**src/rtl/bluejay_pkg.sv**
```systemverilog
// ---------------------------------------------------------------------------
// bluejay_pkg
// Shared types and constants for the Bluejay SLM data receiver.
//   state_t        : receiver state (IDLE, LINE, GAP, UPDATE)
//   DEFAULT_*      : default geometry of the SLM line/frame
//   ERR_*          : bit positions inside the sticky err_o vector
// ---------------------------------------------------------------------------
package bluejay_pkg;

    typedef enum logic [1:0] {
        IDLE   = 2'd0,
        LINE   = 2'd1,
        GAP    = 2'd2,
        UPDATE = 2'd3
    } state_t;

    localparam int DEFAULT_WORDS_PER_LINE  = 40;
    localparam int DEFAULT_LINES_PER_FRAME = 1024;

    localparam int ERR_W      = 5;
    localparam int ERR_SYNC   = 0;
    localparam int ERR_VALID  = 1;
    localparam int ERR_UPDATE = 2;
    localparam int ERR_SHORT  = 3;
    localparam int ERR_LONG   = 4;

endpackage

```
**src/rtl/bluejay_busy_timer.sv**
```systemverilog
// ---------------------------------------------------------------------------
// bluejay_busy_timer
// Loadable down-counter that models how long the display stays busy.
// Loading N makes done_o read low for N-1 cycles and high on the N-th cycle
// after the load edge, so a state that waits for done_o lasts exactly N
// cycles. N must be at least 1.
// Ports:
//   clk_i      : clock
//   reset_i    : asynchronous active-high reset
//   load_i     : restart the count with cycles_i
//   cycles_i   : busy length in cycles
//   done_o     : count has expired
// ---------------------------------------------------------------------------
module bluejay_busy_timer #(
    parameter int W = 4
) (
    input  logic         clk_i,
    input  logic         reset_i,
    input  logic         load_i,
    input  logic [W-1:0] cycles_i,
    output logic         done_o
);

    logic [W-1:0] count;

    // Counts down to zero and parks there until the next load.
    always_ff @(posedge clk_i or posedge reset_i) begin
        if (reset_i) begin
            count <= '0;
        end else if (load_i) begin
            count <= cycles_i - W'(1);
        end else if (count != '0) begin
            count <= count - W'(1);
        end
    end

    assign done_o = (count == '0);

endmodule

```
**src/rtl/bluejay_data_rx.sv**
```systemverilog
// ---------------------------------------------------------------------------
// bluejay_data_rx
// Display-side receiver for the Bluejay SLM line/frame data interface.
// Captures each line of words into a line-buffer write port, counts lines per
// frame, models display busy time after each line and each frame update, and
// records protocol violations in sticky error bits.
//
// Optional feature: define BLUEJAY_DATA_RX_CHECKSUM_EN to produce an XOR
// checksum of all words written during a frame on frame_sum_o. Without it,
// frame_sum_o is tied to zero.
//
// Ports:
//   clk_i, reset_i    : clock, asynchronous active-high reset
//   data_i, valid_i   : line data word and its qualifier
//   sync_i            : start-of-line strobe
//   update_i          : end-of-frame / latch strobe
//   clr_err_i         : synchronous clear of err_o
//   next_line_rdy_o   : receiver idle and ready for a new line
//   line_wr_o         : line-buffer write strobe
//   line_addr_o       : word index inside the line
//   line_data_o       : captured word
//   line_cnt_o        : lines received in the current frame
//   frame_done_o      : one-cycle pulse on an accepted update
//   err_o             : sticky errors {long, short, update, valid, sync}
//   frame_sum_o       : frame checksum (optional feature)
// ---------------------------------------------------------------------------
module bluejay_data_rx
    import bluejay_pkg::*;
#(
    parameter int DATA_W          = 32,
    parameter int WORDS_PER_LINE  = DEFAULT_WORDS_PER_LINE,
    parameter int LINES_PER_FRAME = DEFAULT_LINES_PER_FRAME,
    parameter int LINE_GAP        = 8,
    parameter int UPDATE_CYCLES   = 16,
    localparam int ADDR_W         = $clog2(WORDS_PER_LINE),
    localparam int CNT_W          = $clog2(LINES_PER_FRAME + 1)
) (
    input  logic              clk_i,
    input  logic              reset_i,
    input  logic [DATA_W-1:0] data_i,
    input  logic              sync_i,
    input  logic              valid_i,
    input  logic              update_i,
    input  logic              clr_err_i,
    output logic              next_line_rdy_o,
    output logic              line_wr_o,
    output logic [ADDR_W-1:0] line_addr_o,
    output logic [DATA_W-1:0] line_data_o,
    output logic [CNT_W-1:0]  line_cnt_o,
    output logic              frame_done_o,
    output logic [ERR_W-1:0]  err_o,
    output logic [DATA_W-1:0] frame_sum_o
);

    localparam int TIMER_MAX = (LINE_GAP > UPDATE_CYCLES) ? LINE_GAP : UPDATE_CYCLES;
    localparam int TIMER_W   = $clog2(TIMER_MAX + 1);

    localparam logic [ADDR_W-1:0] LAST_IDX = ADDR_W'(WORDS_PER_LINE - 1);
    localparam logic [CNT_W-1:0]  FULL_CNT = CNT_W'(LINES_PER_FRAME);

    state_t             state;
    logic [ADDR_W-1:0]  word_idx;
    logic               word_accept;
    logic               last_word;
    logic               accept_update;
    logic               timer_load;
    logic [TIMER_W-1:0] timer_cycles;
    logic               timer_done;
    logic [ERR_W-1:0]   err_new;

    // A word is only taken while a line is open; the final word of a line
    // and an update accepted in IDLE both (re)start the shared busy timer.
    assign word_accept   = (state == LINE) && valid_i;
    assign last_word     = word_accept && (word_idx == LAST_IDX);
    assign accept_update = (state == IDLE) && update_i;
    assign timer_load    = last_word || accept_update;
    assign timer_cycles  = accept_update ? TIMER_W'(UPDATE_CYCLES) : TIMER_W'(LINE_GAP);

    bluejay_busy_timer #(
        .W (TIMER_W)
    ) u_busy_timer (
        .clk_i    (clk_i),
        .reset_i  (reset_i),
        .load_i   (timer_load),
        .cycles_i (timer_cycles),
        .done_o   (timer_done)
    );

    // Protocol violations seen this cycle. In IDLE an update takes priority
    // over a simultaneous sync, so the sync is the one reported; the
    // long-frame error only applies to a sync that was otherwise alone.
    always_comb begin
        err_new = '0;
        case (state)
            IDLE: begin
                if (update_i) begin
                    err_new[ERR_SYNC]  = sync_i;
                    err_new[ERR_SHORT] = (line_cnt_o != FULL_CNT);
                end else if (sync_i && (line_cnt_o == FULL_CNT)) begin
                    err_new[ERR_LONG] = 1'b1;
                end
                err_new[ERR_VALID] = valid_i;
            end
            LINE: begin
                err_new[ERR_SYNC]   = sync_i;
                err_new[ERR_UPDATE] = update_i;
            end
            GAP, UPDATE: begin
                err_new[ERR_SYNC]   = sync_i;
                err_new[ERR_UPDATE] = update_i;
                err_new[ERR_VALID]  = valid_i;
            end
            default: err_new = '0;
        endcase
    end

    // Main receiver FSM with all outputs registered. next_line_rdy_o is
    // driven from the state being entered so it is high exactly while the
    // receiver sits in IDLE.
    always_ff @(posedge clk_i or posedge reset_i) begin
        if (reset_i) begin
            state           <= IDLE;
            word_idx        <= '0;
            next_line_rdy_o <= 1'b0;
            line_wr_o       <= 1'b0;
            line_addr_o     <= '0;
            line_data_o     <= '0;
            line_cnt_o      <= '0;
            frame_done_o    <= 1'b0;
            err_o           <= '0;
        end else begin
            line_wr_o    <= 1'b0;
            frame_done_o <= 1'b0;
            err_o        <= (clr_err_i ? '0 : err_o) | err_new;

            case (state)
                IDLE: begin
                    if (update_i) begin
                        state           <= UPDATE;
                        line_cnt_o      <= '0;
                        frame_done_o    <= 1'b1;
                        next_line_rdy_o <= 1'b0;
                    end else if (sync_i && (line_cnt_o < FULL_CNT)) begin
                        state           <= LINE;
                        word_idx        <= '0;
                        next_line_rdy_o <= 1'b0;
                    end else begin
                        next_line_rdy_o <= 1'b1;
                    end
                end
                LINE: begin
                    if (valid_i) begin
                        line_wr_o   <= 1'b1;
                        line_addr_o <= word_idx;
                        line_data_o <= data_i;
                        word_idx    <= word_idx + ADDR_W'(1);
                        if (last_word) begin
                            state <= GAP;
                            if (line_cnt_o != FULL_CNT) begin
                                line_cnt_o <= line_cnt_o + CNT_W'(1);
                            end
                        end
                    end
                end
                GAP, UPDATE: begin
                    if (timer_done) begin
                        state           <= IDLE;
                        next_line_rdy_o <= 1'b1;
                    end
                end
                default: state <= IDLE;
            endcase
        end
    end

`ifdef BLUEJAY_DATA_RX_CHECKSUM_EN
    logic [DATA_W-1:0] sum_acc;

    // Running XOR of written words; handed to frame_sum_o and restarted on
    // the same edge that raises frame_done_o. No word can be accepted on an
    // update edge, so nothing is lost at the hand-over.
    always_ff @(posedge clk_i or posedge reset_i) begin
        if (reset_i) begin
            sum_acc     <= '0;
            frame_sum_o <= '0;
        end else if (accept_update) begin
            frame_sum_o <= sum_acc;
            sum_acc     <= '0;
        end else if (word_accept) begin
            sum_acc <= sum_acc ^ data_i;
        end
    end
`else
    assign frame_sum_o = '0;
`endif

endmodule

```
**config.mk**
```make
export PLATFORM = sky130hd
export DESIGN_NAME = bluejay_data_rx
export DESIGN_NICKNAME = d
export VERILOG_FILES = /design/src/rtl/bluejay_pkg.sv /design/src/rtl/bluejay_busy_timer.sv /design/src/rtl/bluejay_data_rx.sv
export SDC_FILE = /design/constraint.sdc
export NUM_CORES = 1
export LEC_CHECK = 0
export ABC_CLOCK_PERIOD_IN_PS = 4650
export CORE_MARGIN = 4
export CORE_UTILIZATION = 55
export CTS_BUF_LIST = sky130_fd_sc_hd__clkbuf_16
export CTS_CLUSTER_DIAMETER = 30
export CTS_CLUSTER_SIZE = 25
export DETAILED_ROUTE_END_ITERATION = 8
export DONT_BUFFER_PORTS = 1
export PLACE_DENSITY_LB_ADDON = 0.25
export SETUP_SLACK_MARGIN = 0.3
export SLEW_MARGIN = 20
export SYNTH_ARGS = -nofsm -noshare
export SYNTH_HDL_FRONTEND = slang
export SYNTH_SLANG_ARGS = --single-unit
```
**constraint.sdc**
```tcl
create_clock -name clk_i -period 4.65 [get_ports clk_i]
set_input_delay 0 -clock clk_i [delete_from_list [all_inputs] [get_ports clk_i]]
set_output_delay 0 -clock clk_i [all_outputs]
set_load 0.05 [all_outputs]
```
* Word level (Yosys, flattened, before mapping)
Index checks and enable logic that the tools add are counted.
** Cells by class
- Equality and inequality tests :: 14
- Mux-type cells :: 35
- $lt $le $gt $ge :: 1
- Multiply operators :: 0
- Add/subtract/negate cells :: 4
- Reduce and logical (&&, ||, !) cells :: 20
- Divide/modulo/power cells :: 0
- Shifts and indexed selects :: 0
- Bitwise logic cells :: 1
** Operators with widths (number)
- $mux 11 :: 4
- $pmux 11 s2 :: 1
- $mux 5 :: 4
- $mux 6 :: 3
- $mux 1 :: 13
- $mux 2 :: 6
- $pmux 6 s2 :: 1
- $add 11x1->11 const B :: 1
- $eq 11x11->1 const B :: 1
- $lt 11x11->1 const B :: 1
- $ne 11x11->1 const B :: 1
- $ne 2x2->1 const B :: 5
- $sub 5x1->5 const B :: 2
- $reduce_and 4->1 :: 2
- $add 6x1->6 const B :: 1
- $eq 6x6->1 const B :: 1
- $pmux 2 s3 :: 1
- $reduce_bool 2->1 :: 3
- $reduce_or 3->1 :: 2
- $logic_and 1x1->1 :: 5
- $logic_not 5->1 :: 1
- $or 5x5->5 :: 1
- $reduce_and 5->1 :: 1
- $reduce_bool 5->1 :: 1
- 9 further kinds :: 13
** Storage, ports and cells
- Latch bits :: 0
- Output and inout bits :: 89
- Memory bits (writable) :: 0
- Memories :: 0
- Logic and storage cells :: 85
- Bits in registers :: 70
- Bits in read-only memories :: 0

* Longest topological paths before layout
Gate-level depths: netlist of the first run.
- Depth after elaboration :: 6
- Mapped depth :: 10

* Modules after synthesis
From an unflattened synthesis of the first run, not the netlist that was laid out.
** Second synthesis, totals
- Cells, all modules :: 374
- Area total of the unflattened synthesis :: 3430.8 um^2
** By module, submodules not included
- bluejay_data_rx :: area an instance 3090.5 um^2, seq. area each 1626.6 um^2, cells each 344, times used 1
- bluejay_busy_timer :: area an instance 340.3 um^2, seq. area each 125.1 um^2, cells each 30, times used 1

* Least setup slack after synthesis of the first run
No wires, ideal clock.
- Path type :: register to register
- Start :: register line_cnt_o[0]
- End :: register line_cnt_o[3]
- Required time :: 4.573 ns
- Slack :: 2.523 ns
- Period minus slack after synthesis :: 2.127 ns
- Buffers on the path :: 1
- Arrival time :: 2.049 ns
- Library setup time :: 0.077 ns
- Cell stages (with the launch flop) :: 8
- Cells stage by stage :: dfrtp_1 -> inv_1 -> ha_1 -> nor4b_1 -> and4_1 -> buf_2 -> or4_1 -> a21oi_1
** Between the ends
- Cells in the longest elaborated chain, start to end :: 5
** RTL lines
- from (decl) :: RTL line bluejay_data_rx.sv:49 : output logic [CNT_W-1:0] line_cnt_o,
- from (signal assigned) :: RTL line bluejay_data_rx.sv:160 : line_cnt_o <= line_cnt_o + CNT_W'(1);
- $add 11x1->11 :: RTL line bluejay_data_rx.sv:160
- $mux 11 :: RTL line bluejay_data_rx.sv:159 : if (line_cnt_o != FULL_CNT) begin
- $mux 11 :: RTL line bluejay_data_rx.sv:157 : if (last_word) begin
- $mux 11 :: RTL line bluejay_data_rx.sv:152 : if (valid_i) begin
- $pmux 11 s2 :: RTL line bluejay_data_rx.sv:136 : case (state)
Several ways; a longest one is shown, not always the timed one. The select of a mux whose other input is x is not followed.
A chain may end at the register's enable or synchronous reset.

* Worst setup path in the final report of the first run
- Start :: register state[0]
- End :: register u_busy_timer.count[4]
** Between the ends
- Cells in the longest elaborated chain, start to end :: 5
** RTL lines
- from (decl) :: RTL line bluejay_data_rx.sv:61 : state_t state;
- from (signal assigned) :: RTL line bluejay_data_rx.sv:122 : state <= IDLE;
- from (signal assigned) :: RTL line bluejay_data_rx.sv:139 : state <= UPDATE;
- from (signal assigned) :: RTL line bluejay_data_rx.sv:144 : state <= LINE;
- $logic_not 2->1 / $eq 2x1->1 (equally long branches) :: RTL line bluejay_data_rx.sv:75, bluejay_data_rx.sv:73
- $logic_and 1x1->1, on equally long branches :: RTL line bluejay_data_rx.sv:75, bluejay_data_rx.sv:73
- $mux 5 / $logic_and 1x1->1 (equally long branches) :: RTL line bluejay_data_rx.sv:77, bluejay_data_rx.sv:74
- $sub 5x1->5 / $logic_or 1x1->1 (equally long branches) :: RTL line bluejay_busy_timer.sv:31, bluejay_data_rx.sv:76
- $mux 5 / $reduce_bool 2->1 (equally long branches)
- to (signal assigned) :: RTL line bluejay_busy_timer.sv:31 : count <= cycles_i - W'(1);
- to (signal assigned) :: RTL line bluejay_busy_timer.sv:33 : count <= count - W'(1);
- to (decl) :: RTL line bluejay_busy_timer.sv:24 : logic [W-1:0] count;
Several ways; a longest one is shown, not always the timed one.

==> flow_metrics.py, run 1 <==
metrics = {
    "status": {
        "status": "finished clean",
    },
    "logic_synthesis": {
        "ys_ff_latch": 70,
        "syn_area_per_cell_um2": 9.19,
        "synthFlopType": "dfrtp_1",
        "synthCells": 364,
        "synth_area_um2": 3350,
        "synth_edf_count": 0,
        "yosys_warnings": 0,
        "ys_seq_area_frac": 0.524,
        "ys_types": 49,
        "synth_async_sr_flop_share": 1.00,
    },
    "worst_hold_path": {
        "holdPathStages": 2,
        "hold_path_class": "in2reg",
        "min_delay_worst_endpoint": "err_o[4]",
        "hold_start": "update_i",
    },
    "layout": {
        "regArea_um2": 1750,
        "syn_to_final_growth_pct": 18.8,
        "drive_gt1_frac": 0.0616,
        "multiInputGateArea_um2": 1370,
        "layout_commonest_cell": "nand2_1",
        "nets": 443,
        "fill_cells": 458,
        "layout_common_cells": "129 x nand2_1, 70 x dfrtp_1, 38 x dlygate4sd3_1",
        "diodes": 0,
        "postLayoutCellArea_um2": 3970,
    },
    "clocking": {
        "clock_sinks": 70,
        "cts_tree": "built",
        "clk_latency_ps": 330,
        "clock-root-buffer": "clkbuf_16",
        "postCtsHoldBufs": 38,
        "cts_made_buffers": 9,
        "htree_num_levels": 3,
        "cts_setup_buffers": 0,
        "clk_pin_slew_ps": 50,
        "clockBufferDepth": 2,
        "post_cts_resize_count": 0,
    },
    "detailed_routing": {
        "drc_errors": 0,
        "dr.pass1.iters": 4,
        "viasPerCell": 5.38,
        "wl_per_cell_um": 15.9,
        "drtIter0Drc": 122,
        "detail-route-antenna-nets": 0,
        "wirelength_um": 7640,
        "vias": 2587,
    },
    "timing": {
        "setup_viol": 0,
        "finClkSkew_ps": 3.89,
        "rsz0062_at_grt": "false",
        "period_minus_slack_ps": 3060,
        "worst_slack_ps": 1590,
        "tightestPinTransition_ps": 854,
        "fin_crit_sh": 0.657,
        "relSlewSlack": 0.431,
        "final_max_slew_viol_count": 0,
        "hold_violations": 0,
        "fmax_ghz": 0.327,
        "tns_ps": 0,
    },
    "floorplanning": {
        "die_y_um": 86.0,
        "initial_core_util": 0.565,
        "core_um2": 5920,
        "rows": 28,
        "pin_count": 127,
        "die_w_um": 86.0,
        "die-area_um2": 7400,
    },
    "placement": {
        "dpl_cell_area_um2": 3280,
        "dp_worst_setup_slack_ps": 1730,
        "dp_hpwl_um": 4710,
        "gp_congestion": 0.805,
        "portBuffers": 0,
    },
    "worst_setup_path": {
        "r2r_slack_ps": 1590,
        "crit_type": "reg2reg",
        "cp-end-kind": "register",
        "required_ps": 4850,
        "cp_max_fo": 43,
        "reg2reg_from": "state[0]",
        "crit_arrival_ps": 3260,
        "reg2regPathDepth": 9,
        "r2r-end": "u_busy_timer.count[4]",
        "critPathLaunchType": "register",
    },
    "power": {
        "total_power_uw": 2820,
        "p_sw_uw": 1360,
        "peakVddDrop_mv": 0.446,
        "power.leakage_uw": 0.00197,
        "switching_share": 0.481,
        "p_int_uw": 1470,
        "pwr-share-clk": 0.252,
        "p_per_area_nw_per_um2": 711,
        "seqPwrFrac": 0.561,
        "pwr-share-comb": 0.187,
    },
    "grt": {
        "track_usage": 0.211,
        "antenna_found_initial": 0,
        "grt_pass1_vias": 2502,
        "grt_max_degree": 71,
        "grt.overflow.total": 0,
        "grt_pass1_wl_um": 12300,
    },
    "job": {
        "drv_cap": 0,
    },
}
## flip-flops by register name, indices dropped and copies added, names as in the netlist
signal,cells
line_data_o,32
next_line_rdy_o,1
err_o,5
line_cnt_o,11
word_idx,6
line_wr_o,1
frame_done_o,1
u_busy_timer.count,5
line_addr_o,6
state,2
## routing by layer
metal  GRT usage  routed length (µm)
met1       0.263                2930
met2       0.342                3890
met3      0.0672                 703
met4      0.0806                 125
met5           0                   0
## power groups by stage
stage          sequential [µW]  clock, µW  combinational (µW)
2_1_floorplan             1530          0                 448
3_3_place_gp              1590          0                 473
3_5_place_dp              1590          0                 493
4_1_cts                   1580        729                 531
5_1_grt                   1610        754                 612
6_report                  1580        713                 528
## cell usage after synthesis, types with 3 or more instances
cell type / instances / area, µm²
nor2_1: 7 / 26.3
dfrtp_1: 70 / 1750
buf_4: 32 / 240
o41ai_1: 3 / 26.3
nand3_1: 9 / 45.0
nand2b_1: 4 / 25.0
mux2i_1: 4 / 40.0
o31ai_1: 6 / 45.0
nand4b_1: 3 / 26.3
inv_1: 9 / 33.8
nand2_1: 129 / 484
clkbuf_1: 9 / 33.8
a21oi_1: 9 / 45.0
buf_2: 3 / 15.0
o21ai_0: 12 / 60.1
or4_1: 3 / 22.5
ha_1: 4 / 50.1
nand4_1: 3 / 18.8
nor3_1: 5 / 25.0
## how the worst max path moves through the flow
| stage | startpoint | end | slack, ps | depth (start not counted) |
|---|---|---|---|---|
| after floorplan | line_cnt_o[0] | line_cnt_o[3] | 2520 | 7 |
| after CTS | state[0] | u_busy_timer.count[4] | 1610 | 9 |
| final | state[0] | u_busy_timer.count[4] | 1590 | 9 |
| after global placement | state[0] | u_busy_timer.count[4] | 1810 | 9 |
| after detailed placement | state[0] | u_busy_timer.count[4] | 1730 | 9 |
| after global routing | state[0] | u_busy_timer.count[4] | 1390 | 9 |
## critical path, stage by stage (launching register included)
cell and delay, ps:
dfrtp_1 510, nand3_1 160, buf_4 370, inv_2 400, a41oi_4 580, nand2_1 130, ha_1 280, o2111ai_1 130
a21boi_0 240, o22ai_1 100
## final cells by class
class,instances,share of cell area
clock inverters,7,0.0227
well taps,75,0.0236
inverters,12,0.0126
clock buffers,9,0.0567
flip-flops and latches,70,0.441
repair buffers,40,0.0995
multi-input cells,268,0.344
## through the flow
step           hold slack (ps)  std cells  utilization
2_1_floorplan              105        395            -
3_3_place_gp               107        427        0.554
3_5_place_dp               111        427        0.554
4_1_cts                   2.99        481        0.671
5_1_grt                   12.5        481        0.671
6_report                 0.228        481        0.671
## cell families after synthesis
kind of cell,after synthesis,share of synthesized area
AOI/OAI and AO/OA,45,0.0946
xor gates and xnor gates,2,0.00524
adders and majority gates,4,0.0150
buffers and inverters,57,0.102
DFF,70,0.524
muxes,5,0.0153
other,1,0.00112
and+or+nand+nor,180,0.243
Note: power is estimated with default switching activity, not from simulation.
==> inputs of run 2 (changes only) <==
--- a/config.mk
+++ b/config.mk
@@ -5,7 +5,7 @@
 export SDC_FILE = /design/constraint.sdc
 export NUM_CORES = 1
 export LEC_CHECK = 0
-export ABC_CLOCK_PERIOD_IN_PS = 4650
+export ABC_CLOCK_PERIOD_IN_PS = 2600
 export CORE_MARGIN = 4
 export CORE_UTILIZATION = 55
 export CTS_BUF_LIST = sky130_fd_sc_hd__clkbuf_16
==> constraint.sdc (replaced) <==
create_clock -name clk_i -period 2.6 [get_ports clk_i]
set_input_delay 0 -clock clk_i [delete_from_list [all_inputs] [get_ports clk_i]]
set_output_delay 0 -clock clk_i [all_outputs]
set_load 0.05 [all_outputs]
==> run 2 against run 1 <==
  * Design area rose by 2.2%
  * Global-route usage rose by 0.83 points
  * Die area did not move
  * First-iteration DRC count rose by 29%
  * Hold slack improved by 90 ps
  * Sequential cell count did not move
  * Clock-buffer cell count did not move
  * Maximum frequency rose by 46%
  * Final cell count rose by 3.7%
  * Routed wire length rose by 3.3%
  * Sequential power rose by 73%
  * Register-to-register slack got worse by 1100 ps
  * Largest cell class unchanged
  * Largest power group unchanged
==> flow_metrics.py, run 2 (synthesis results as in run 1) <==
metrics = {
    "clocking": {
        "clk_pin_slew_ps": 60,
        "post_cts_resize_count": 0,
        "clockBufferDepth": 2,
        "htree_num_levels": 3,
        "cts_tree": "built",
        "clk_latency_ps": 330,
        "cts_made_buffers": 9,
        "clock_sinks": 70,
        "clock-root-buffer": "clkbuf_16",
    },
    "grt": {
        "track_usage": 0.219,
        "antenna_found_initial": 0,
        "grt_max_degree": 46,
        "grt_pass1_vias": 2662,
        "grt_pass1_wl_um": 12700,
        "grt.overflow.total": 0,
    },
    "job": {
        "drv_cap": 0,
    },
    "layout": {
        "reg_top3": "line_data_o x32, line_cnt_o x11",
        "drive_gt1_frac": 0.0991,
        "regMostFlops": "line_data_o",
        "diodes": 0,
        "largest_reg_flops": 32,
        "layout_commonest_cell": "nand2_1",
        "fill_cells": 451,
        "syn_to_final_growth_pct": 21.4,
        "postLayoutCellArea_um2": 4060,
        "layout_common_cells": "129 x nand2_1, 70 x dfrtp_1, 39 x dlygate4sd3_1",
        "nets": 461,
    },
    "timing": {
        "rsz0062_at_grt": "false",
        "relSlewSlack": 0.619,
        "hold_violations": 0,
        "tightestPinTransition_ps": 568,
        "tns_ps": 0,
        "worst_slack_ps": 508,
        "finClkSkew_ps": 5.16,
        "fmax_ghz": 0.478,
        "final_max_slew_viol_count": 0,
        "setup_viol": 0,
        "period_minus_slack_ps": 2090,
        "fin_crit_sh": 0.804,
    },
    "floorplanning": {
        "die_y_um": 86.0,
        "core_um2": 5920,
        "die-area_um2": 7400,
        "rows": 28,
        "die_w_um": 86.0,
        "pin_count": 127,
        "initial_core_util": 0.565,
    },
    "worst_setup_path": {
        "required_ps": 2860,
        "setup.worst_path.start": "state[1]",
        "r2r_slack_ps": 510,
        "cp-end-kind": "register",
        "crit_arrival_ps": 2350,
        "r2r-end": "line_cnt_o[3]",
        "reg2regPathDepth": 6,
        "cp_max_fo": 12,
        "reg2reg_from": "state[1]",
        "crit_path_end": "line_cnt_o[3]",
        "critPathLaunchType": "register",
        "crit_type": "reg2reg",
    },
    "detailed_routing": {
        "drtIter0Drc": 157,
        "detail-route-antenna-nets": 0,
        "wl_per_cell_um": 15.8,
        "drc_errors": 0,
        "wirelength_um": 7900,
        "dr.pass1.iters": 5,
        "viasPerCell": 5.30,
        "vias": 2645,
    },
    "power": {
        "power.leakage_uw": 0.00203,
        "p_per_area_nw_per_um2": 1210,
        "peakVddDrop_mv": 0.760,
    },
    "placement": {
        "dp_worst_setup_slack_ps": 379,
        "dpl_cell_area_um2": 3390,
        "portBuffers": 0,
        "dp_hpwl_um": 4910,
        "gp_congestion": 0.837,
    },
    "worst_hold_path": {
        "hold_path_class": "in2reg",
    },
    "status": {
        "status": "finished clean",
    },
}
[run 2: worst min-delay path by stage]
stage / endpoint / cells after the start / slack [ps] / start
floorplan: line_data_o[0] / 2 / 110 / data_i[0]
global placement: err_o[0] / 2 / -40 / reset_i
detailed placement: err_o[0] / 2 / -30 / reset_i
CTS: next_line_rdy_o / 3 / 80 / update_i
global route: state[0] / 3 / 120 / update_i
finish: next_line_rdy_o / 3 / 90 / update_i
[run 2: what timing repair did]
item | in CTS | in global routing
setup endpoints to repair | 0 | 1
hold endpoints to repair | 111 | 0
hold buffers | 39 | 0
buffers inserted | 0 | 2
[run 2: stage by stage]
| stage | hold slack, ps | instances | total power [µW] | utilization |
|---|---|---|---|---|
| 2_1_floorplan | 105 | 395 | 3540 | - |
| 4_1_cts | 79.4 | 497 | 4930 | 0.684 |
| 5_1_grt | 120 | 499 | 5200 | 0.686 |
| 3_3_place_gp | -36.3 | 442 | 3740 | 0.573 |
| 6_report | 89.8 | 499 | 4930 | 0.686 |
| 3_5_place_dp | -34.5 | 442 | 3780 | 0.573 |
[run 2: worst max-delay path, cell delays in order, from the launching register on]
cell and delay (ps):
dfrtp_1 450, or3b_4 520, clkinv_4 130, a41oi_4 50, buf_4 210, or4_1 500, a21oi_1 150
[run 2: layout make-up]
type / instances / area [µm²] / area share
Clock buffer: 9 / 225 / 0.0554
Clock inverter: 7 / 41.3 / 0.0102
Inverter: 12 / 50.0 / 0.0123
Multi-Input combinational cell: 268 / 1370 / 0.337
Sequential cell: 70 / 1750 / 0.431
Tap cell: 75 / 93.8 / 0.0231
Timing Repair Buffer: 58 / 533 / 0.131
[run 2: power breakdown]
group	total, µW	switching (µW)	internal (µW)
combinational	1110	716	392
clock	1080	445	635
sequential	2740	1290	1450
total	4930	2450	2470
[run 2: per-layer routing]
metal  vias up  global-route usage  share of wire
met5         -                   0              0
met4         0              0.0906         0.0099
met3         5              0.0797          0.087
met2       101               0.357           0.51
met1      1274               0.263           0.39
li1       1265                   -              -
==> inputs of run 3 (changes only) <==
--- a/config.mk
+++ b/config.mk
@@ -5,7 +5,7 @@
 export SDC_FILE = /design/constraint.sdc
 export NUM_CORES = 1
 export LEC_CHECK = 0
-export ABC_CLOCK_PERIOD_IN_PS = 2600
+export ABC_CLOCK_PERIOD_IN_PS = 2200
 export CORE_MARGIN = 4
 export CORE_UTILIZATION = 55
 export CTS_BUF_LIST = sky130_fd_sc_hd__clkbuf_16
==> constraint.sdc (replaced) <==
create_clock -name clk_i -period 2.2 [get_ports clk_i]
set_input_delay 0 -clock clk_i [delete_from_list [all_inputs] [get_ports clk_i]]
set_output_delay 0 -clock clk_i [all_outputs]
set_load 0.05 [all_outputs]
==> run 3 against run 2 <==
  * Sequential power increased by 18%
  * Core utilization increased by 3.0 points
  * Routed wire length increased by 1.7%
  * Register-to-register slack got worse by 210 ps
  * Clock-buffer cell count unchanged
  * Clock skew increased by 2.4 ps
  * First-iteration DRC count increased by 5.7%
  * Design area increased by 4.3%
  * Non-clock buffer count increased by 8
  * Sequential share of layout area decreased by 1.7 points
  * Clock power increased by 40%
  * Critical path depth increased by 1
  * Largest power group unchanged
==> flow_metrics.py, run 3 (synthesis results as in run 1) <==
metrics = {
    "clocking": {
        "clock-root-buffer": "clkbuf_16",
        "clockBufferDepth": 2,
        "clk_latency_ps": 330,
        "cts_tree": "built",
        "htree_num_levels": 3,
        "clk_pin_slew_ps": 60,
        "clock_sinks": 70,
        "cts_made_buffers": 9,
    },
    "worst_hold_path": {
        "hold_start": "update_i",
        "hold_path_class": "in2reg",
        "min_delay_worst_endpoint": "word_idx[1]",
        "holdPathStages": 4,
    },
    "detailed_routing": {
        "drc_errors": 0,
        "viasPerCell": 5.33,
        "vias": 2695,
        "dr.pass1.iters": 4,
        "wl_per_cell_um": 15.9,
        "drtIter0Drc": 166,
        "detail-route-antenna-nets": 0,
        "wirelength_um": 8030,
    },
    "timing": {
        "fmax_ghz": 0.527,
        "fin_crit_sh": 0.863,
        "final_max_slew_viol_count": 0,
        "relSlewSlack": 0.585,
        "setup_viol": 0,
        "period_minus_slack_ps": 1900,
        "tightestPinTransition_ps": 622,
        "hold_violations": 0,
        "tns_ps": 0,
        "rsz0062_at_grt": "true",
        "worst_slack_ps": 302,
        "hold_ws_ps": 88.9,
        "finClkSkew_ps": 7.54,
    },
    "power": {
        "switching_share": 0.477,
        "total_power_uw": 6170,
        "p_int_uw": 3230,
        "p_per_area_nw_per_um2": 1460,
        "p_sw_uw": 2940,
        "power.leakage_uw": 0.00210,
        "peakVddDrop_mv": 0.984,
        "pwr-share-comb": 0.231,
        "seqPwrFrac": 0.525,
        "pwr-share-clk": 0.245,
    },
    "layout": {
        "nets": 469,
        "reg_top3": "line_data_o x32, line_cnt_o x11",
        "drive_gt1_frac": 0.144,
        "diodes": 0,
        "layout_commonest_cell": "nand2_1",
        "layout_common_cells": "129 x nand2_1, 66 x dfrtp_1, 39 x dlygate4sd3_1",
        "largest_reg_flops": 32,
        "regMostFlops": "line_data_o",
        "syn_to_final_growth_pct": 26.7,
    },
    "worst_setup_path": {
        "reg2regPathDepth": 7,
        "timing.critical_path.buf_inv": 0,
        "cp-end-kind": "register",
        "reg2reg_from": "word_idx[0]",
        "cp_max_fo": 5,
        "cpMostUsedCell": "ha_1",
        "critPathLaunchType": "register",
        "crit_arrival_ps": 2100,
        "r2r_slack_ps": 300,
        "crit_chain": "ha_1 > a41oi_4 > nand2_1 > ha_1 > o2111ai_1 > a21boi_0 > o22ai_1",
        "crit_type": "reg2reg",
        "required_ps": 2400,
        "cpLargestDelayFamily": "compound AO/OA/AOI/OAI gates",
        "max_stage_delay_ps": 420,
        "r2r-end": "u_busy_timer.count[4]",
        "crit_path_top_delay_cell": "dfrtp_1",
    },
    "grt": {
        "grt_max_degree": 43,
        "track_usage": 0.221,
        "antenna_found_initial": 0,
        "grt.overflow.total": 0,
        "grt_pass1_vias": 2617,
        "grt_pass1_wl_um": 12800,
    },
    "floorplanning": {
        "die_w_um": 86.0,
        "core_um2": 5920,
        "pin_count": 127,
        "rows": 28,
        "die_y_um": 86.0,
        "initial_core_util": 0.565,
        "die-area_um2": 7400,
    },
    "job": {
        "drv_cap": 0,
    },
    "placement": {
        "dp_worst_setup_slack_ps": 168,
        "gp_congestion": 0.883,
        "portBuffers": 0,
        "dp_hpwl_um": 5140,
    },
    "status": {
        "status": "finished clean",
    },
}
[run 3: worst max path at each step]
stage,from,endpoint,slack (ps),cells after the start
2_1_floorplan,reset_i,line_cnt_o[0],280,1
3_3_place_gp,state[1],u_busy_timer.count[4],270,8
3_5_place_dp,state[1],u_busy_timer.count[4],170,8
4_1_cts,word_idx[0],u_busy_timer.count[4],300,7
5_1_grt,word_idx[0],u_busy_timer.count[4],210,7
6_report,word_idx[0],u_busy_timer.count[4],300,7
[run 3: through the flow]
stage | util | cell area [µm²] | std cells
finish | 0.716 | 4240 | 506
floorplan | - | 3480 | 395
CTS | 0.704 | 4170 | 502
global route | 0.716 | 4240 | 506
global placement | 0.577 | 3410 | 443
detailed placement | 0.577 | 3410 | 443
[run 3: timing repair]
item / 4_1_cts / 5_1_grt
hold buffers: 39 / 0
pin swaps: 0 / 4
setup buffers: 5 / 4
hold endpoints to repair: 68 / 0
setup endpoints to repair: 1 / 13
gates resized for setup: 1 / 9
[run 3: worst min-delay path, stage by stage]
cell     delay [ps]
nor4b_2          30
o21ai_2         200
nand2_1          70
o31ai_1          60
[run 3: per-layer routing]
metal / track usage / part of all wire / vias up / routed length, µm
li1: - / - / 1280 / -
met1: 0.271 / 0.39 / 1282 / 3150
met2: 0.352 / 0.50 / 121 / 4010
met3: 0.0845 / 0.094 / 12 / 752
met4: 0.0892 / 0.015 / 0 / 119
met5: 0 / 0 / - / 0
[run 3: final cells by class]
| type | instances | area (µm²) |
|---|---|---|
| flip-flops and latches | 70 | 1760 |
| fillers | 452 | 1680 |
| multi-input cells | 268 | 1410 |
| repair buffers | 66 | 618 |
| clock buffers | 9 | 225 |
| well taps | 75 | 93.8 |
| clock inverters | 6 | 86.3 |
| inverters | 12 | 50.0 |
[run 3: power by group through the flow]
stage | registers [µW] | clock network (µW) | logic, µW
final | 3240 | 1510 | 1420
after floorplan | 3240 | 0 | 953
after detailed placement | 3270 | 0 | 1240
after CTS | 3240 | 1530 | 1380
after global routing | 3290 | 1580 | 1590
after global placement | 3250 | 0 | 1190
